`src/rtl/buffer_scheduler.sv`:
```
// Periodic drain scheduler for four priority buffers of 2-bit packets.
// Once per tick it scores buffer occupancy, picks latency or reliability
// mode and a target buffer, then pops one packet over a req/ack handshake
// and latches the payload for the display driver.
module buffer_scheduler #(
  parameter int unsigned TICK_DIV    = 150000000,
  parameter int unsigned ACK_TIMEOUT = 15,
  parameter int unsigned DEPTH       = 6
) (
  input  logic        clk,
  input  logic        rst,
  input  logic [11:0] occ,
  input  logic        pop_ack,
  input  logic [1:0]  pop_data,
  output logic        pop_req,
  output logic [1:0]  pop_sel,
  output logic        mode,
  output logic [1:0]  disp,
  output logic        disp_valid,
  output logic [7:0]  tx_cnt,
  output logic        err,
  output logic        busy
);

  localparam int unsigned CW = $clog2(TICK_DIV);
  localparam int unsigned WW = (ACK_TIMEOUT > 1) ? $clog2(ACK_TIMEOUT) : 1;

  localparam logic [1:0] S_IDLE = 2'd0;
  localparam logic [1:0] S_EVAL = 2'd1;
  localparam logic [1:0] S_REQ  = 2'd2;

  logic [1:0]      state;
  logic [CW-1:0]   tick_cnt;
  logic            tick;
  logic [WW-1:0]   wait_cnt;

  logic [3:0][2:0] lvl;
  logic [5:0]      rs;
  logic [5:0]      ls;
  logic            mode_next;
  logic            any_nz;
  logic [1:0]      lat_pri;
  logic [1:0]      rel_pri;
  logic [1:0]      pri;
  logic [1:0]      sel_next;

  assign tick = (tick_cnt == CW'(TICK_DIV - 1));
  assign busy = (state != S_IDLE);

  // Free-running tick divider, independent of the FSM
  always_ff @(posedge clk) begin
    if (rst) begin
      tick_cnt <= '0;
    end else if (tick) begin
      tick_cnt <= '0;
    end else begin
      tick_cnt <= tick_cnt + 1'b1;
    end
  end

  // Clamp each occupancy field to the physical buffer depth
  always_comb begin
    lvl = '0;
    for (int unsigned k = 0; k < 4; k++) begin
      if (occ[3*k +: 3] > 3'(DEPTH)) begin
        lvl[k] = 3'(DEPTH);
      end else begin
        lvl[k] = occ[3*k +: 3];
      end
    end
  end

  // Weighted scores; ties resolve to reliability mode
  always_comb begin
    rs = 6'(lvl[0]) + 6'd2 * 6'(lvl[1]) + 6'd3 * 6'(lvl[2]) + 6'd4 * 6'(lvl[3]);
    ls = 6'd4 * 6'(lvl[0]) + 6'd3 * 6'(lvl[1]) + 6'd2 * 6'(lvl[2]) + 6'(lvl[3]);
    mode_next = (rs >= ls);
    any_nz = (lvl != '0);
  end

  // Primary pick per mode, then fall back to the first non-empty buffer
  // in that mode's priority order if the primary one is empty
  always_comb begin
    if (lvl[0] > lvl[1] && lvl[0] > lvl[2] && lvl[0] > lvl[3]) begin
      lat_pri = 2'd0;
    end else if (lvl[1] > lvl[0] && lvl[1] > lvl[2] && lvl[1] > lvl[3]) begin
      lat_pri = 2'd1;
    end else if (lvl[2] > lvl[3]) begin
      lat_pri = 2'd2;
    end else begin
      lat_pri = 2'd3;
    end

    if (lvl[3] > lvl[0] && lvl[3] > lvl[1] && lvl[3] > lvl[2]) begin
      rel_pri = 2'd3;
    end else if (lvl[2] > lvl[0] && lvl[2] > lvl[1] && lvl[2] > lvl[3]) begin
      rel_pri = 2'd2;
    end else if (lvl[1] > lvl[0]) begin
      rel_pri = 2'd1;
    end else begin
      rel_pri = 2'd0;
    end

    pri = mode_next ? rel_pri : lat_pri;
    sel_next = pri;
    if (lvl[pri] == 3'd0) begin
      if (mode_next) begin
        if (lvl[3] != 3'd0)      sel_next = 2'd3;
        else if (lvl[2] != 3'd0) sel_next = 2'd2;
        else if (lvl[1] != 3'd0) sel_next = 2'd1;
        else if (lvl[0] != 3'd0) sel_next = 2'd0;
      end else begin
        if (lvl[0] != 3'd0)      sel_next = 2'd0;
        else if (lvl[1] != 3'd0) sel_next = 2'd1;
        else if (lvl[2] != 3'd0) sel_next = 2'd2;
        else if (lvl[3] != 3'd0) sel_next = 2'd3;
      end
    end
  end

  // Scheduler FSM: IDLE -> EVAL -> REQ -> IDLE, with ack timeout abort
  always_ff @(posedge clk) begin
    if (rst) begin
      state      <= S_IDLE;
      pop_req    <= 1'b0;
      pop_sel    <= '0;
      mode       <= 1'b0;
      disp       <= '0;
      disp_valid <= 1'b0;
      tx_cnt     <= '0;
      err        <= 1'b0;
      wait_cnt   <= '0;
    end else begin
      disp_valid <= 1'b0;
      err        <= 1'b0;
      case (state)
        S_IDLE: begin
          if (tick && any_nz) begin
            state <= S_EVAL;
          end
        end
        S_EVAL: begin
          mode     <= mode_next;
          pop_sel  <= sel_next;
          pop_req  <= 1'b1;
          wait_cnt <= '0;
          state    <= S_REQ;
        end
        S_REQ: begin
          if (pop_ack) begin
            disp       <= pop_data;
            disp_valid <= 1'b1;
            tx_cnt     <= tx_cnt + 8'd1;
            pop_req    <= 1'b0;
            state      <= S_IDLE;
          end else if (wait_cnt == WW'(ACK_TIMEOUT - 1)) begin
            err     <= 1'b1;
            pop_req <= 1'b0;
            state   <= S_IDLE;
          end else begin
            wait_cnt <= wait_cnt + 1'b1;
          end
        end
        default: begin
          pop_req <= 1'b0;
          state   <= S_IDLE;
        end
      endcase
    end
  end

endmodule

```
`config.mk`:
```
export PLATFORM = sky130hd
export DESIGN_NAME = buffer_scheduler
export DESIGN_NICKNAME = d
export VERILOG_FILES = /design/src/rtl/buffer_scheduler.sv
export SDC_FILE = /design/constraint.sdc
export NUM_CORES = 1
export LEC_CHECK = 0
export CAP_MARGIN = 20
export CORE_MARGIN = 4
export CORE_UTILIZATION = 30
export DETAILED_ROUTE_END_ITERATION = 12
export PLACE_DENSITY = 0.51
export SLEW_MARGIN = 10
export SYNTH_ARGS = -nofsm -noshare
export SYNTH_HDL_FRONTEND = slang
export SYNTH_SLANG_ARGS = --single-unit
```
`constraint.sdc`:
```
create_clock -name clk -period 9.76 [get_ports clk]
set_clock_uncertainty 0.2 [all_clocks]
set_input_delay 1.952 -clock clk [delete_from_list [all_inputs] [get_ports clk]]
set_output_delay 1.952 -clock clk [all_outputs]
set_load 0.005 [all_outputs]
```
==> impl_metrics.toml, run 1 <==
[cells_and_area]
syn_to_final_growth_pct = 17.1
layout.nets = 523
drive_above_1_share_pct = 7.28
num_antenna_cells = 0
fillers = 1184

[synth]
synthTopCellsByArea = "dfxtp_1 (28%), ha_1 (14%), fa_1 (7.8%)"
synth-seq-area-share_pct = 27.8
synth_edf_count = 0
ys.flop_type = "dfxtp_1"
synth_top_cell_area_share_pct = 27.8
netlist_area_um2 = 3600
syn_avg_cell_area_um2 = 8.51
synth_common_cells = "dfxtp_1 (50), nor2_1 (48), inv_1 (42), ha_1 (40), nand2_1 (34)"
syn_inst = 423
ys_ff_latch = 50
synth_largest_area_cell = "dfxtp_1"
synthArstFlopShare_pct = 0
yosysWarnings = 0
synth_nets = 494
yosysMostFrequentCell = "dfxtp_1"
synth_cell_types = 56

[worst_setup_path]
r2r_slack_ps = 7420
cp-endpoint = "pop_sel[1]$_SDFFE_PP0P_"
startpoint_type = "primary input"
cp.required_ps = 9740
r2r_end = "tick_cnt[26]$_SDFF_PP0_"
cp-end-kind = "flop"
reg2regPathDepth = 8
crit_start = "occ[4]"
r2r_start = "tick_cnt[2]$_SDFF_PP0_"
cp.arrival_ps = 7040
worstPathMaxFanout = 11
crit_type = "primary input to flop"

[sta]
fin_tns_setup_ps = 0
setup_viol = 0
timing.fmax_mhz = 142
timing.final.max_slew_violations = 0
grt_setup_unrepaired = "false"
tightest_slew_ps = 807
relSlewSlack_pct = 45.8
fin_crit_ps = 7050
finalCritPeriodShare_pct = 72.3
finalHoldViolations = 0

[clocking]
post_cts_buffers = 0
cts_tree = "done"
cts_buffer_depth = 2
ctsResizeCount = 0
htreeDepth = 2
root_buffer = "clkbuf_16"
insertion_delay_ps = 290
clock-sinks = 50
holdBufCountCts = 0
cts_buffers = 5
clk_pin_slew_worst_paths_ps = 60

[grt]
busiest_layer = "met2"
antenna_found_initial = 0
grt_pass1_vias = 2875
grtUsageMet2_pct = 19.2
grt_max_degree = 28
met1_usage_pct = 15.4
grt_use_met3_pct = 2.11
grt_pass1_wl_um = 13600
overflow = 0
track_usage_pct = 11.7

[floorplanning]
pin_count = 34
start_util_pct = 31.1
fp.dieW_um = 118
die-area_um2 = 13800
coreArea_um2 = 11600
rows = 39
fp.dieH_um = 118

[power_and_ir_drop]
switchingPower_w = 0.000218
share_seq_of_total_power_pct = 30.9
peakVddDrop_v = 0.0000838
power_density_nw_per_um2 = 158
switching_share_pct = 32.7
cell_internal_pwr_w = 0.000450
p_leak_nw = 1.73
finalPower_w = 0.000668
combPwrFrac_pct = 39.7
pwr-share-clk_pct = 29.5

[flow_run]
drv_cap = 0

[place]
place.gp.congestion = 0.816
hpwl_um = 6120
portBuffers = 33

[detailed_routing]
drt_iter0_markers = 105
drtPass1Iterations = 4
routed_via_density = 4.83
ant_nets = 0
wl_um = 7720
num_vias = 2879
avgRoutedWirePerCell_um = 12.9
drc = 0

[worst_hold_path]
hp-class = "flop to flop"

[outcome]
status = "finished clean"
[power groups by stage]
stage | logic [W] | registers (W) | clock network [W]
floorplan | 0.000217 | 0.000211 | 0
global placement | 0.000259 | 0.000211 | 0
detailed placement | 0.000265 | 0.000211 | 0
CTS | 0.000267 | 0.000206 | 0.000202
global route | 0.000305 | 0.000206 | 0.000210
finish | 0.000265 | 0.000206 | 0.000197
[flip-flops by register name (all words and copies together) (netlist names)]
register    cells
disp_valid      1
tick_cnt       28
err             1
tx_cnt          8
state           2
pop_req         1
pop_sel         2
mode            1
wait_cnt        4
disp            2
[worst max-delay path: stages]
cell and delay [ps]:
clkdlybuf4s50_1 560, ha_1 320, or2_2 370, inv_1 130, ha_1 260, fa_1 540
inv_1 40, ha_1 280, ha_1 210, fa_1 380, xor2_1 160, ha_1 300
nand2_1 60, o31ai_1 220, buf_4 230, o21bai_1 160, nand2_2 100, a211o_1 320
and2_4 160, a2111oi_2 280
[cell type report]
cell class	count	area, um2	share of cell area, %
multi-input cells	318	2360	56.1
flip-flops and latches	50	1000	23.8
repair buffers	35	345	8.19
well taps	143	179	4.25
inverters	42	158	3.74
clock buffers	5	125	2.97
clock inverters	3	43.8	1.04
[cells by family (layout without fill, tap and decap cells)]
logic type               after synthesis  count (layout)  synth area share [%]
AO/OA/AOI/OAI                         55              55                  10.3
flip-flops                            50              50                  27.8
XOR/XNOR                              34              34                  8.27
buffers and inverters                 55              85                  6.57
adder cells (fa/ha/maj)               54              54                  21.7
multiplexers                           2               2                 0.556
AND/OR/NAND/NOR                      173             173                  24.8
[metal layers]
layer  share of wire [%]  up-vias  wire, um
li1                    -     1486         -
met1                  50     1333      3830
met2                  45       52      3440
met3                 4.2        8       324
met4                 1.6        0       123
met5                   0        -         0
[metrics by stage]
stage	cell area, um2	worst slack (ps)	util, %	std cells	hold WS [ps]
2_1_floorplan	3600	3360	-	423	242
4_1_cts	4210	2700	36.4	596	265
5_1_grt	4210	2460	36.4	596	293
3_3_place_gp	4050	2470	35.0	588	247
6_report	4210	2710	36.4	596	262
3_5_place_dp	4050	2420	35.0	588	255
[placed cells by master (no fill, tap or decap), types with 6 or more instances in the layout]
master,instances
ha_1,40
nand2b_1,6
o21ai_0,11
inv_1,42
xnor2_1,9
or2_2,7
nor2_1,48
nand4_1,8
fa_1,14
nor3_1,10
clkdlybuf4s50_1,33
xor2_1,25
nand3_1,20
nand2_1,34
a21oi_1,22
or3_1,8
dfxtp_1,50
[how the worst min path moves through the flow]
stage                                 startpoint                endpoint  slack (ps)  cells past startpoint
after detailed placement    disp[1]$_SDFFE_PP0P_    disp[1]$_SDFFE_PP0P_         260                      2
after global placement      disp[1]$_SDFFE_PP0P_    disp[1]$_SDFFE_PP0P_         250                      2
after floorplan           tick_cnt[0]$_SDFF_PP0_  tick_cnt[0]$_SDFF_PP0_         240                      1
final                       disp[0]$_SDFFE_PP0P_    disp[0]$_SDFFE_PP0P_         260                      2
after CTS                   disp[1]$_SDFFE_PP0P_    disp[1]$_SDFFE_PP0P_         260                      2
after global routing        disp[0]$_SDFFE_PP0P_    disp[0]$_SDFFE_PP0P_         290                      2
No activity file was read; power rests on OpenSTA's default activity.
==> inputs of run 2 (changes only) <==
==> constraint.sdc (replaced) <==
create_clock -name clk -period 7.4 [get_ports clk]
set_clock_uncertainty 0.2 [all_clocks]
set_input_delay 1.48 -clock clk [delete_from_list [all_inputs] [get_ports clk]]
set_output_delay 1.48 -clock clk [all_outputs]
set_load 0.005 [all_outputs]
==> run 2 against run 1 <==
Net effect:
- highest routed layer unchanged
- count of clock-buffer cells in the layout rose by 1
- die area stayed put
- hold slack worse by 1.0 ps
- combinational power is 31% higher
- largest power group unchanged
==> impl_metrics.toml, run 2 (synthesized netlist as in run 1, its figures left out) <==
[cells_and_area]
final_common_cell = "dfxtp_1"
layout.nets = 524
drive_above_1_share_pct = 7.49
largest-register = "tick_cnt"
final_cell_mix = "dfxtp_1 (50), nor2_1 (48), inv_1 (42), ha_1 (40), nand2_1 (34)"
num_antenna_cells = 0
syn_to_final_growth_pct = 17.5
top_regs = "tick_cnt x28, tx_cnt x8, wait_cnt x4"
fillers = 1183
largest_reg_flops = 28

[sta]
tightest_slew_ps = 796
finalHoldWorstSlack_ps = 261
timing.final.max_slew_violations = 0
relSlewSlack_pct = 46.5
grt_setup_unrepaired = "false"
worst_slack_ps = 906
finalHoldViolations = 0
fin_tns_setup_ps = 0
finalCritPeriodShare_pct = 87.8
fin_crit_ps = 6490
timing.fmax_mhz = 154
setup_viol = 0

[clocking]
clk_pin_slew_worst_paths_ps = 60
cts_buffer_depth = 2
clock-sinks = 50
insertion_delay_ps = 290
ctsResizeCount = 0
post_cts_buffers = 0
holdBufCountCts = 0
htreeDepth = 2
cts_buffers = 5
root_buffer = "clkbuf_16"
cts_tree = "done"

[flow_run]
drv_cap = 0

[power_and_ir_drop]
power_density_nw_per_um2 = 210
pwr-share-clk_pct = 30.5
share_seq_of_total_power_pct = 30.5
switching_share_pct = 32.3
switchingPower_w = 0.000288
peakVddDrop_v = 0.000118
combPwrFrac_pct = 39.0
p_leak_nw = 1.73
cell_internal_pwr_w = 0.000602

[floorplanning]
fp.dieW_um = 118
coreArea_um2 = 11600
start_util_pct = 31.1
pin_count = 34
fp.dieH_um = 118
rows = 39
die-area_um2 = 13800

[place]
dp_slack_ps = 584
place.gp.congestion = 0.785
portBuffers = 33
hpwl_um = 5920

[grt]
grt_max_degree = 28
grt_pass1_vias = 2804
overflow = 0
antenna_found_initial = 0
grt_pass1_wl_um = 13200
track_usage_pct = 11.3

[worst_setup_path]
crit_top_cell = "ha_1"
crit_type = "primary input to flop"
cp-end-kind = "flop"
crit_chain = "clkdlybuf4s50_1, ha_1, or2_2, inv_1, ha_1, fa_1, inv_1, ha_1, ha_1, fa_1, xor2_1, ha_1, nand2_1, o31ai_1, buf_4, o21bai_1, nand2_2, a211o_1, and2_4, a2111oi_2"
cp.arrival_ps = 6470
startpoint_type = "primary input"
crit_slowest_cell = "clkdlybuf4s50_1"
worstPathMaxFanout = 11
max_stage_delay_ps = 550
critical-path-top-delay-family = "adder cells"
path_buf_inv = 4
cp.required_ps = 7380

[detailed_routing]
num_vias = 2835
ant_nets = 0
drt_iter0_markers = 92
avgRoutedWirePerCell_um = 12.6
routed_via_density = 4.75
drc = 0
wl_um = 7500
drtPass1Iterations = 4

[worst_hold_path]
hp-class = "flop to flop"

[outcome]
status = "finished clean"
## run 2: cell types whose count changed in the layout (fill, tap and decap cells not counted), sizes merged
cell / change
buf: +1
clkbuf: +1
clkinv: -1
## run 2: final timing paths
check                    startpoint                      end  slack (ps)  cells past startpoint
max                          occ[4]  pop_sel[1]$_SDFFE_PP0P_         910                     20
min            disp[1]$_SDFFE_PP0P_     disp[1]$_SDFFE_PP0P_         260                      2
max reg2reg  tick_cnt[2]$_SDFF_PP0_  tick_cnt[26]$_SDFF_PP0_        5080                      8
min reg2reg    disp[1]$_SDFFE_PP0P_     disp[1]$_SDFFE_PP0P_         260                      2
## run 2: per-layer routing
layer | wire, um | track usage [%]
met1 | 3830 | 15.3
met2 | 3310 | 18.0
met3 | 250 | 2.11
met4 | 113 | 3.66
met5 | 0 | 0
## run 2: through the flow
stage	std cells	utilization, %	cell area [um2]	total power (W)
6_report	597	36.6	4230	0.000890
3_5_place_dp	589	35.0	4050	0.000628
3_3_place_gp	589	35.0	4050	0.000619
5_1_grt	597	36.6	4230	0.000958
2_1_floorplan	423	-	3600	0.000564
4_1_cts	597	36.6	4230	0.000902
## run 2: worst min-delay path: cells and delay by family, from the launching register on
family          cells  cell delay, ps
compound gates      1              60
simple gates        1              50
flops               1             310
## run 2: power groups by stage
stage / Clock [W] / Sequential (W) / Combinational [W]
finish: 0.000271 / 0.000272 / 0.000347
global route: 0.000287 / 0.000272 / 0.000399
CTS: 0.000279 / 0.000272 / 0.000352
detailed placement: 0 / 0.000278 / 0.000350
global placement: 0 / 0.000278 / 0.000341
floorplan: 0 / 0.000278 / 0.000286
## run 2: final cells by class
| class | instances | area [um2] | area share (%) |
|---|---|---|---|
| repair buffers | 36 | 353 | 8.34 |
| clock inverters | 2 | 38.8 | 0.917 |
| clock buffers | 6 | 139 | 3.28 |
| flip-flops and latches | 50 | 1000 | 23.7 |
| well taps | 143 | 179 | 4.23 |
| inverters | 42 | 158 | 3.73 |
| multi-input cells | 318 | 2360 | 55.8 |
==> inputs of run 3 (changes only) <==
--- a/config.mk
+++ b/config.mk
@@ -6,6 +6,7 @@
 export NUM_CORES = 1
 export LEC_CHECK = 0
 export CAP_MARGIN = 20
+export CORE_ASPECT_RATIO = 1.75
 export CORE_MARGIN = 4
 export CORE_UTILIZATION = 30
 export DETAILED_ROUTE_END_ITERATION = 12
==> run 3 against run 2 <==
Net effect:
- non-clock buffer count did not move
- design area fell by 1.1%
- combinational power rose by 3%
- global-route usage rose by 1.0 points
- critical path type unchanged
- largest power group unchanged
- highest routed layer unchanged
==> impl_metrics.toml, run 3 (synthesized netlist as in run 1, its figures left out) <==
[floorplanning]
fp.dieH_um = 153
rows = 52
start_util_pct = 30.9
pin_count = 34
fp.dieW_um = 90.8
coreArea_um2 = 11600
die-area_um2 = 13900

[grt]
overflow = 0
track_usage_pct = 12.3
grt_pass1_vias = 3015
antenna_found_initial = 0
grt_pass1_wl_um = 13900
grt_max_degree = 28

[clocking]
insertion_delay_ps = 290
clk_pin_slew_worst_paths_ps = 60
root_buffer = "clkbuf_16"
cts_buffer_depth = 2
post_cts_buffers = 0
cts_tree = "done"
clock-sinks = 50
htreeDepth = 2
ctsResizeCount = 0
holdBufCountCts = 0
cts_buffers = 5

[place]
place_area_um2 = 4040
portBuffers = 33
hpwl_um = 6730
place.gp.congestion = 0.834

[worst_setup_path]
crit_slowest_cell = "clkdlybuf4s50_1"
crit_top_cell = "ha_1"
max_stage_delay_ps = 550
cp.required_ps = 7380
cp.arrival_ps = 6480
worstPathMaxFanout = 11
cp-end-kind = "flop"
crit_chain = "clkdlybuf4s50_1, ha_1, or2_2, inv_1, ha_1, fa_1, inv_1, ha_1, ha_1, fa_1, xor2_1, ha_1, nand2_1, o31ai_1, buf_4, o21bai_1, nand2_2, a211o_1, and2_4, a2111oi_2"
startpoint_type = "primary input"
crit_type = "primary input to flop"

[detailed_routing]
drt_iter0_markers = 66
drtPass1Iterations = 4
routed_via_density = 4.97
num_vias = 2930
wl_um = 8210
wl_met1_um = 3090
wl_met3_um = 189
drc = 0
routed-wl-met2_um = 4570
ant_nets = 0
avgRoutedWirePerCell_um = 13.9
highest_layer = "met4"

[cells_and_area]
num_antenna_cells = 0
syn_to_final_growth_pct = 16.3
largest_reg_flops = 28
layout.nets = 524
design_area_um2 = 4190
final_common_cell = "dfxtp_1"
fillers = 1210
largest-register = "tick_cnt"
drive_above_1_share_pct = 7.27
top_regs = "tick_cnt x28, tx_cnt x8, wait_cnt x4"
final_cell_mix = "dfxtp_1 (50), nor2_1 (48), inv_1 (42), ha_1 (40), nand2_1 (34)"

[power_and_ir_drop]
p_leak_nw = 1.72
finalPower_w = 0.000853
peakVddDrop_v = 0.0000908
power_density_nw_per_um2 = 204

[flow_run]
drv_cap = 0

[sta]
fin_crit_ps = 6500
tightest_slew_ps = 936
finalCritPeriodShare_pct = 87.8
timing.fmax_mhz = 154
fin_tns_setup_ps = 0
grt_setup_unrepaired = "false"
finalHoldViolations = 0
timing.final.max_slew_violations = 0
setup_viol = 0
relSlewSlack_pct = 37.4

[outcome]
status = "finished clean"

[worst_hold_path]
hp-class = "flop to flop"
run 3: cell types whose count changed in the layout (fill, tap and decap cells not counted):
cell and change:
clkbuf_1 +1, bufinv_16 -1, inv_6 -1, clkbuf_8 -1
clkinv_2 +1, clkinv_4 +1
run 3: path summary, 6_finish.rpt:
path	start	endpoint	slack [ps]	cells after the start
worst min register to register	disp[1]$_SDFFE_PP0P_	disp[1]$_SDFFE_PP0P_	250	2
worst min-delay path	disp[1]$_SDFFE_PP0P_	disp[1]$_SDFFE_PP0P_	250	2
worst max register to register	tick_cnt[2]$_SDFF_PP0_	tick_cnt[24]$_SDFF_PP0_	4960	6
worst max-delay path	occ[4]	pop_sel[1]$_SDFFE_PP0P_	900	20
run 3: layer usage:
| layer | vias up | track usage (%) |
|---|---|---|
| met3 | 22 | 1.57 |
| li1 | 1487 | - |
| met2 | 50 | 23.9 |
| met1 | 1371 | 12.1 |
| met4 | 0 | 7.34 |
| met5 | - | 0 |
run 3: stage by stage:
| stage | utilization (%) | worst slack (ps) | hold slack, ps | cells |
|---|---|---|---|---|
| floorplan | - | 1470 | 242 | 423 |
| global placement | 34.7 | 695 | 248 | 581 |
| detailed placement | 34.7 | 566 | 249 | 581 |
| CTS | 35.9 | 892 | 260 | 589 |
| global route | 35.9 | 538 | 292 | 589 |
| finish | 35.9 | 904 | 255 | 589 |
run 3: power by group:
group / internal [W] / switching [W]
sequential: 0.000270 / 0.00000162
combinational: 0.000164 / 0.000194
clock: 0.000125 / 0.0000982
run 3: cell type report:
class	instances	area, um2	area share, %
Multi-Input combinational cell	318	2360	56.4
Clock buffer	6	129	3.08
Tap cell	135	169	4.04
Clock inverter	2	13.8	0.329
Sequential cell	50	1000	23.9
Timing Repair Buffer	36	353	8.43
Inverter	42	158	3.77
run 3: critical path, delay by kind of cell:
family | cells | cell delay (ps)
AOI/OAI and AO/OA | 4 | 970
adders and majority gates | 7 | 2260
buffers and inverters | 4 | 910
xor gates and xnor gates | 1 | 160
and+or+nand+nor | 4 | 690
